`config.mk`:
```
export PLATFORM = sky130hd
export DESIGN_NAME = i2s_receiver
export DESIGN_NICKNAME = d
export VERILOG_FILES = /design/src/rtl/i2s_receiver.sv
export SDC_FILE = /design/constraint.sdc
export NUM_CORES = 1
export LEC_CHECK = 0
export CAP_MARGIN = 5
export CELL_PAD_IN_SITES_DETAIL_PLACEMENT = 1
export CELL_PAD_IN_SITES_GLOBAL_PLACEMENT = 2
export CORE_ASPECT_RATIO = 1.25
export CORE_MARGIN = 5
export CORE_UTILIZATION = 38
export DETAILED_ROUTE_END_ITERATION = 7
export PLACE_DENSITY_LB_ADDON = 0.1
export RECOVER_POWER = 50
export SYNTH_ARGS = -nofsm -noshare
export SYNTH_HDL_FRONTEND = slang
export SYNTH_SLANG_ARGS = --single-unit
```
`constraint.sdc`:
```
create_clock -name clk_i -period 4.8 [get_ports clk_i]
set_input_delay 0.72 -clock clk_i [delete_from_list [all_inputs] [get_ports clk_i]]
set_output_delay 0.72 -clock clk_i [all_outputs]
set_load 0.03 [all_outputs]
```
`src/rtl/i2s_receiver.sv`:
```
// I2S slave receiver: synchronises BCLK/LRCLK/SDATA into clk_i, deserialises 24-bit
// left/right words (MSB first, one-bit delay) and offers each stereo pair on valid/ready.
module i2s_receiver #(
    parameter logic [7:0] REC_AUDIO_FRAME_LEN = 8'd64,
    parameter logic [7:0] REC_AUDIO_WORD_LEN  = 8'd24,
    parameter int         SYNC_STAGES         = 2
) (
    input  logic                          clk_i,
    input  logic                          rst_i,
    input  logic                          enable_i,
    input  logic                          audio_bclk_i,
    input  logic                          audio_lrclk_i,
    input  logic                          audio_data_i,
    output logic [REC_AUDIO_WORD_LEN-1:0] left_o,
    output logic [REC_AUDIO_WORD_LEN-1:0] right_o,
    output logic                          valid_o,
    input  logic                          ready_i,
    output logic                          overrun_o,
    output logic                          frame_err_o
);
    localparam int         WL        = int'(REC_AUDIO_WORD_LEN);
    localparam logic [7:0] HALF_LAST = REC_AUDIO_FRAME_LEN / 8'd2 - 8'd1;

    localparam logic [1:0] ST_IDLE  = 2'd0;
    localparam logic [1:0] ST_LEFT  = 2'd1;
    localparam logic [1:0] ST_RIGHT = 2'd2;

    logic [SYNC_STAGES-1:0] bclk_sync_q, lr_sync_q, data_sync_q;
    logic                   bclk_prev_q;
    logic                   bclk_s, lr_s, data_s, bclk_rise, lr_edge;

    logic [1:0]    state_q, state_d;
    logic [7:0]    bit_cnt_q, bit_cnt_d;
    logic [WL-1:0] shift_q, shift_d;
    logic [WL-1:0] shadow_q, shadow_d;
    logic          lr_q, lr_d;
    logic          publish, err_pulse;

    logic [WL-1:0] left_q, right_q;
    logic          valid_q, overrun_q, frame_err_q;

    always_ff @(posedge clk_i or posedge rst_i) begin
        if (rst_i) begin
            bclk_sync_q <= '0;
            lr_sync_q   <= '0;
            data_sync_q <= '0;
            bclk_prev_q <= 1'b0;
        end else begin
            bclk_sync_q <= {bclk_sync_q[SYNC_STAGES-2:0], audio_bclk_i};
            lr_sync_q   <= {lr_sync_q[SYNC_STAGES-2:0], audio_lrclk_i};
            data_sync_q <= {data_sync_q[SYNC_STAGES-2:0], audio_data_i};
            bclk_prev_q <= bclk_s;
        end
    end

    assign bclk_s    = bclk_sync_q[SYNC_STAGES-1];
    assign lr_s      = lr_sync_q[SYNC_STAGES-1];
    assign data_s    = data_sync_q[SYNC_STAGES-1];
    assign bclk_rise = bclk_s & ~bclk_prev_q;
    assign lr_edge   = lr_s != lr_q;

    always_comb begin
        state_d   = state_q;
        bit_cnt_d = bit_cnt_q;
        shift_d   = shift_q;
        shadow_d  = shadow_q;
        lr_d      = lr_q;
        publish   = 1'b0;
        err_pulse = 1'b0;
        if (bclk_rise) begin
            lr_d = lr_s;
            // Slot index of this rise is bit_cnt_q+1; slots 1..WL carry data.
            if (lr_edge) begin
                bit_cnt_d = 8'd0;
                shift_d   = '0;
            end else begin
                if (bit_cnt_q != 8'hFF) bit_cnt_d = bit_cnt_q + 8'd1;
                if (bit_cnt_q < REC_AUDIO_WORD_LEN) shift_d = {shift_q[WL-2:0], data_s};
            end
            case (state_q)
                ST_IDLE: begin
                    if (lr_edge && !lr_s) state_d = ST_LEFT;
                end
                ST_LEFT: begin
                    if (lr_edge && lr_s) begin
                        if (bit_cnt_q == HALF_LAST) begin
                            shadow_d = shift_q;
                            state_d  = ST_RIGHT;
                        end else begin
                            err_pulse = 1'b1;
                            state_d   = ST_IDLE;
                        end
                    end
                end
                ST_RIGHT: begin
                    if (lr_edge && !lr_s) begin
                        if (bit_cnt_q == HALF_LAST) begin
                            publish = 1'b1;
                            state_d = ST_LEFT;
                        end else begin
                            err_pulse = 1'b1;
                            state_d   = ST_IDLE;
                        end
                    end
                end
                default: state_d = ST_IDLE;
            endcase
        end
        // lr_q keeps tracking while disabled so re-enable waits for a genuine falling edge.
        if (!enable_i) begin
            state_d   = ST_IDLE;
            bit_cnt_d = 8'd0;
            shift_d   = '0;
            publish   = 1'b0;
            err_pulse = 1'b0;
        end
    end

    always_ff @(posedge clk_i or posedge rst_i) begin
        if (rst_i) begin
            state_q   <= ST_IDLE;
            bit_cnt_q <= 8'd0;
            shift_q   <= '0;
            shadow_q  <= '0;
            lr_q      <= 1'b0;
        end else begin
            state_q   <= state_d;
            bit_cnt_q <= bit_cnt_d;
            shift_q   <= shift_d;
            shadow_q  <= shadow_d;
            lr_q      <= lr_d;
        end
    end

    // A new pair is loaded only when the slot is empty or being emptied this cycle.
    always_ff @(posedge clk_i or posedge rst_i) begin
        if (rst_i) begin
            left_q      <= '0;
            right_q     <= '0;
            valid_q     <= 1'b0;
            overrun_q   <= 1'b0;
            frame_err_q <= 1'b0;
        end else begin
            overrun_q   <= 1'b0;
            frame_err_q <= err_pulse;
            if (publish) begin
                if (!valid_q || ready_i) begin
                    left_q  <= shadow_q;
                    right_q <= shift_q;
                    valid_q <= 1'b1;
                end else begin
                    overrun_q <= 1'b1;
                end
            end else if (valid_q && ready_i) begin
                valid_q <= 1'b0;
            end
        end
    end

    assign left_o      = left_q;
    assign right_o     = right_q;
    assign valid_o     = valid_q;
    assign overrun_o   = overrun_q;
    assign frame_err_o = frame_err_q;

endmodule

```
Word level (Yosys, flattened, before mapping)
Cells that the tools add are included.
Widths: inputs -> output; s select.
Storage, ports and cells
  bits in registers: 117
  output and inout bits: 51
Cells by class
  add/subtract/negate cells: 1
  magnitude comparators: 1
  equal/unequal tests: 12
  muxes and demuxes: 32
  bitwise operators: 2
  reduce and logical (&&, ||, !) cells: 14
Operators with widths (count)
  $mux 24: 4
  $mux 8: 4
  $mux 1: 16
  $mux 2: 6
  $ne 3x3->1 const B: 3
  $add 8x1->8 const B: 1
  $eq 8x5->1 const B: 1
  $lt 8x5->1 const B: 1
  $ne 8x8->1 const B: 1
  $reduce_and 2->1: 4
  $reduce_and 4->1: 2
  $ne 3x1->1 const B: 2
  $pmux 2 s3: 1
  $ne 2x1->1 const B: 2
  $logic_and 1x1->1: 3
  $eq 2x1->1 const B: 1
  $eq 2x2->1 const B: 1
  $logic_not 1->1: 2
  $logic_not 2->1: 1
  $pmux 1 s2: 1
  $reduce_bool 2->1: 1
  $and 1x1->1: 1
  $logic_or 1x1->1: 1
  $ne 1x1->1: 1
  $not 1->1: 1

Depth between registers and ports, before layout
Gate-level depths: netlist of the first run.
  word-level depth: 8
  gate-level depth with buffers: 8
  depth with buffers taken out: 6

Worst setup path before layout of the first run
OpenSTA, ideal clock, no wires.
  kind: register to register
  start point: register bit_cnt_q[0]
  end point: register shadow_q[1]
  setup time: 125 ps
  data arrival time: 1829 ps
  data required time: 4675 ps
  path slack: 2847 ps
  stages on the path, launching flop included: 8
  path buffers: 2
  period minus slack after synthesis: 1953 ps
  cells stage by stage: dfrtp_1 ha_1 nand4_2 nor4_4 and4_1 buf_2 buf_4 mux2_2
Between the ends
  longest elaborated chain between the ends: 2
RTL lines
  start, declared: line 33  | logic [7:0] bit_cnt_q, bit_cnt_d;
  start signal, assigned: line 128  | bit_cnt_q <= bit_cnt_d;
  $eq 8x5->1: line 86  | if (bit_cnt_q == HALF_LAST) begin
  $reduce_and 4->1 (no source line)
  end signal, assigned: line 130  | shadow_q <= shadow_d;
  end, declared: line 35  | logic [WL-1:0] shadow_q, shadow_d;
Every way passes these cells.
A chain may end at the register's enable or synchronous reset.

Worst setup path after layout of the first run
  start point: register bit_cnt_q[0]
  end point: register right_q[7] (netlist: right_o[7])
Between the ends
  longest elaborated chain between the ends: 7
RTL lines
  $eq 8x5->1: line 97  | if (bit_cnt_q == HALF_LAST) begin
  $mux 1: line 97
  $mux 1: line 96  | if (lr_edge && !lr_s) begin
  $mux 1: line 80  | case (state_q)
  $mux 1: line 70  | if (bclk_rise) begin
  $mux 1: line 110  | if (!enable_i) begin
  $reduce_and 2->1 (no source line)
  end signal, assigned: line 149  | right_q <= shift_q;
  end, declared: line 39  | logic [WL-1:0] left_q, right_q;
Every way passes these cells.

==> results.md, run 1 <==
- Largest net degree at the start of global routing: 61
- Leakage: 2.77 nW
- Clock H-tree levels: 4
- FFs w/ async S/R, synth: 1.00
- Failing checks: max-capacitance violations, max-slew violations
- Post-synth top area cell: dfrtp_1
- Cell variety after synth: 39
- GRT Util Overall: 0.149
- Total power: around 2.2 mW
- Layout cell share with drive strength beyond 1: 0.195
- Yosys Warn Count: 0
- Synthesized netlist cell count: 362
- Reg2reg start: bit_cnt_q[0]
- HP Class: register to register
- # DRC: 0
- Via count: ~3000
- Area Overhead vs Synth: 26.6%
- Die footprint: roughly 0.015 mm²
- Crit Path Max Fanout: 31
- # nets final: between 400 and 500
- RSZ-0062 raised after global routing: no
- Status: complete, but fails checks
- Die W: 109 µm
- Fmax: approximately 270 MHz
- Setup CP Type: register to register
- Initial DRC count: 88
- Clk pwr share: 0.516
- # clock sinks: between 100 and 150
- Hold-fix buffers, CTS: 0
- Syn nets: 376
- Period minus WS final: around 3.7 ns
- Worst slew margin: -0.695
- Syn Area/Cell: 12.9 µm²
- Drt total wl: between 9000 and 10000 µm
- Skew-Pair Late Insertion Delay: ~0.40 ns
- Chip Height: 134 µm
- CTS buffer count: 17
- Seq/Total Area, Yosys: 0.627
- Fin. max-slew vios: between 60 and 70
- Filler cells: ~1300
- Int Power: approximately 1.7 mW
- Max clock buf depth: 2
- Cell Rows: 45
- Share of power burned in registers: 0.453
- Crit path launch: bit_cnt_q[0]
- Synth Cell Area: between 0.004 and 0.005 mm²
- Grt ovf: 0
- Synth cell count leaders: dfrtp_1 (117), nand2_1 (59), mux2_2 (48)
- Sw Share: 0.219
- # port buffers: 57
- Setup Skew: 0.0100 ns
- I/O Pins: slightly below 60
- Initial antenna violation count: 0
- Core area: roughly 0.012 mm²
- Ant. Diodes: 0
- Final setup violation count: 0
- Final hold viol count: 0
- Gpl congestion: ~0.8
- 1st-pass router iterations: 4
- Number of enable flip-flop cells after synthesis: 0
- Initial Utilization: 0.386
- Synth top area share: 0.627
- WHS: between 0.3 and 0.4 ns
- Power Density: ~370 mW/mm²
- Vias in the first global route: around 3300
- Worst-Margin Slew: roughly 2.5 ns
- DP HPWL: 6390 µm
- Hold Crit Start: lr_sync_q[0]
- Max-Cap Viols: 1
- VDD IR-drop max: between 200 and 250 µV
- Seq cells post-synth: between 100 and 150
- Count leader, synth: dfrtp_1
- Clock root cell: clkbuf_16
- Final worst-path cycle share: 0.781
- First-pass GRT wire length: 16900 µm
- CP startpoint kind: register
- Combinational share of power: 0.031
- Setup crit end kind: register
- Setup Buffers After CTS: 0
- WL per Instance: roughly 16 µm
- Ys flop type: dfrtp_1
- Post_cts resized: 0
- Reg clk slew, reported paths: about 0.050 ns
- Req. time, crit path: just over 5 ns
- Largest cells by area after synthesis: dfrtp_1 (63%), mux2_2 (12%), mux2_1 (5.8%), nand2_1 (4.7%), o21ai_0 (3.1%)
- Psw: 0.482 mW
- Vias per cell: just under 5
- Setup_tns: 0 ns
- Antenna Nets Post-Route: 0
- Worst EP arrival: around 4 ns
- CTS tree: built
[placed cells by master (no fill, tap or decap), types with 2 or more instances in the layout]
cell type,instances
o31ai_1,3
nor2_1,6
nand2_1,59
a211oi_1,2
clkinv_2,6
inv_1,7
ha_1,7
clkinv_4,2
a21oi_1,5
nand3_1,7
nor3_1,2
clkbuf_1,4
a2111oi_0,2
o21ai_0,29
nand2b_1,3
mux2_1,24
buf_4,3
clkdlybuf4s50_1,46
dlygate4sd3_1,11
dfrtp_1,117
mux2_2,48
clkbuf_16,17
[stage by stage]
stage          area (µm²)  std cells  worst slack [ns]   util
6_report             5910        600              1.05  0.488
5_1_grt              5910        600             0.688  0.488
4_1_cts              5950        600              1.44  0.491
3_5_place_dp         5410        570              1.08  0.447
3_3_place_gp         5410        570              1.19  0.447
2_1_floorplan        4670        362             0.979      -
[critical path: stages (launching register included)]
cell and delay (ns):
dfrtp_1 0.41, ha_1 0.24, nand4_1 0.22, nor4_1 0.92, nand3_2 0.98, buf_4 0.51
mux2_1 0.34
[sequential cells by signal, indices dropped and copies added, names as in the netlist, 2 cells and up]
register,flops
left_o,24
right_o,24
shadow_q,24
shift_q,24
bit_cnt_q,8
bclk_sync_q,2
data_sync_q,2
lr_sync_q,2
state_q,2
[worst paths after layout]
kind	end	slack, ns	depth (start not counted)
worst max register to register	right_o[7]	1.05	6
worst min-delay path	lr_sync_q[1]	0.35	0
worst max-delay path	right_o[7]	1.05	6
min in group asynchronous	left_o[15]	1.47	2
max in group asynchronous	bit_cnt_q[3]	1.40	3
worst min register to register	lr_sync_q[1]	0.35	0
[kinds of logic (layout without fill, tap and decap cells)]
| logic type | count (synthesis) | in the layout | synth area share |
|---|---|---|---|
| buffers and inverters | 27 | 101 | 0.0276 |
| and+or+nand+nor | 88 | 88 | 0.0868 |
| muxes | 73 | 73 | 0.176 |
| adders and majority gates | 7 | 7 | 0.0188 |
| AOI/OAI and AO/OA | 50 | 50 | 0.0643 |
| DFF | 117 | 117 | 0.627 |
[cell type report]
cell class	instances	area, µm²	share of cell area
sequential	117	2930	0.495
timing repair buffer	63	606	0.102
tap	164	205	0.0347
multi-input combinational	218	1610	0.273
clock buffer	20	447	0.0755
clock inverter	10	85.1	0.0144
inverter	8	31.3	0.00529
[routing by layer]
metal,track usage,vias up,routed length (µm)
met4,0.0604,0,198
li1,-,1388,-
met1,0.178,1513,4150
met5,0,-,0
met3,0.0457,17,353
met2,0.248,54,4990
[power by group through the flow]
| stage | combinational, mW | sequential [mW] | clock [mW] |
|---|---|---|---|
| 6_report | 0.0687 | 0.999 | 1.14 |
| 5_1_grt | 0.0801 | 0.999 | 1.22 |
| 4_1_cts | 0.0742 | 0.999 | 1.16 |
| 3_5_place_dp | 0.0739 | 1.02 | 0 |
| 3_3_place_gp | 0.0716 | 1.02 | 0 |
| 2_1_floorplan | 0.0469 | 1.01 | 0 |
No activity file was read; power rests on OpenSTA's default activity.
==> run 2: changes to the inputs <==
==> constraint.sdc (replaced) <==
create_clock -name clk_i -period 3.5 [get_ports clk_i]
set_input_delay 0.525 -clock clk_i [delete_from_list [all_inputs] [get_ports clk_i]]
set_output_delay 0.525 -clock clk_i [all_outputs]
set_load 0.03 [all_outputs]
==> results.md, run 2 (same netlist as run 1, synthesis figures left out) <==
- Status: completed
- HP Class: register to register
- Commonest non-fill, non-tap cell in the layout: dfrtp_1
- Setup Buffers After CTS: 0
- # nets final: roughly 440
- Max clock buf depth: 2
- WL per Instance: about 16 µm
- Setup_tns: 0 ns
- Die W: 109 µm
- Largest net degree at the start of global routing: 94
- GRT Util Overall: 0.142
- Setup crit end kind: register
- Initial antenna violation count: 0
- Layout cell share with drive strength beyond 1: 0.199
- Critical-path cell list: dlygate4sd3_1 > and2_0 > clkbuf_1 > o31ai_1 > a21oi_1
- Skew-Pair Late Insertion Delay: about 0.40 ns
- Die footprint: approximately 0.015 mm²
- CTS tree: built
- I/O Pins: 58
- Gpl congestion: approximately 0.77
- Req. time, crit path: about 3.8 ns
- CP startpoint kind: input pin
- Fin. max-slew vios: 0
- Max-Cap Viols: 0
- Fmax: between 300 and 400 MHz
- Worst slew margin: 0.136
- Power Density: roughly 530 mW/mm²
- Post-route cell area: around 0.006 mm²
- Antenna Nets Post-Route: 0
- Vias in the first global route: about 3300
- Vias per cell: roughly 4.9
- Setup Skew: roughly 0.0084 ns
- Via count: a little under 3000
- Final setup violation count: 0
- DP HPWL: between 6000 and 7000 µm
- Initial Utilization: 0.386
- Final hold viol count: 0
- Grt ovf: 0
- VDD IR-drop max: 290 µV
- Slowest Stage Delay on Critical Path: between 0.9 and 1 ns
- Hold-fix buffers, CTS: 0
- Critical-path top delay cell: clkbuf_1
- # clock sinks: approximately 120
- Clock H-tree levels: 4
- Initial DRC count: 53
- WHS: 0.348 ns
- Worst-Margin Slew: approximately 1.3 ns
- Reg clk slew, reported paths: 0.05 ns
- Chip Height: roughly 130 µm
- # DRC: 0
- R2R setup slack: between 1 and 1.5 ns
- Crit Path Max Fanout: 26
- Worst EP arrival: ~2.9 ns
- First-pass GRT wire length: 16400 µm
- Setup CP Type: input pin to register
- Area after DPL: between 0.005 and 0.006 mm²
- # port buffers: 57
- CTS buffer count: 17
- Drt total wl: between 9000 and 10000 µm
- Core area: about 0.012 mm²
- Period minus WS final: between 2 and 3 ns
- Cell Rows: 45
- 1st-pass router iterations: 4
- Leakage: about 2.8 nW
- Ant. Diodes: 0
- Area Overhead vs Synth: 28.4%
- Commonest non-fill, non-tap cells in the layout: dfrtp_1 (117), nand2_1 (59), mux2_2 (48)
- RSZ-0062 raised after global routing: no
- Post_cts resized: 0
- Clock root cell: clkbuf_16
- Final worst-path cycle share: 0.732
- Final core utilization: 0.496
==> run 2: stage by stage <==
stage | setup slack [ns] | power [mW] | std cells
3_5_place_dp | 0.679 | 1.50 | 570
6_report | 0.937 | 3.16 | 601
5_1_grt | 0.760 | 3.30 | 601
3_3_place_gp | 0.760 | 1.49 | 570
4_1_cts | 1.10 | 3.21 | 601
2_1_floorplan | 1.55 | 1.46 | 362
==> run 2: layout make-up <==
| type | instances | area (µm²) |
|---|---|---|
| tap | 164 | 205 |
| fill | 1263 | 6110 |
| sequential | 117 | 2930 |
| clock buffer | 23 | 488 |
| timing repair buffer | 63 | 621 |
| inverter | 8 | 31.3 |
| clock inverter | 8 | 98.8 |
| multi-input combinational | 218 | 1630 |
==> run 2: critical path: cells and delay by family <==
| family | cells | cell delay [ns] |
|---|---|---|
| AND/OR/NAND/NOR | 1 | 0.21 |
| buffers and inverters | 2 | 1.75 |
| AO/OA/AOI/OAI | 2 | 0.39 |
==> run 2: path summary, 6_finish.rpt <==
path,start,to,depth (start not counted)
hold / removal,data_sync_q[0],data_sync_q[1],0
max in group asynchronous,rst_i,left_o[22],3
setup / recovery,enable_i,bit_cnt_q[6],5
setup reg to reg,lr_sync_q[1],bit_cnt_q[6],6
hold reg to reg,data_sync_q[0],data_sync_q[1],0
min in group asynchronous,rst_i,left_o[7],2
==> run 2: layer usage <==
metal / share of wire / GRT usage / up-vias
met1: 0.44 / 0.175 / 1503
met4: 0.0086 / 0.0435 / 0
met5: 0 / 0 / -
met3: 0.033 / 0.0414 / 8
met2: 0.52 / 0.241 / 49
li1: - / - / 1381
==> run 2: where the power goes <==
group	internal, mW	switching, mW
Sequential	1.36	0.00709
Clock	1.12	0.578
Combinational	0.0228	0.0723
Total	2.50	0.657
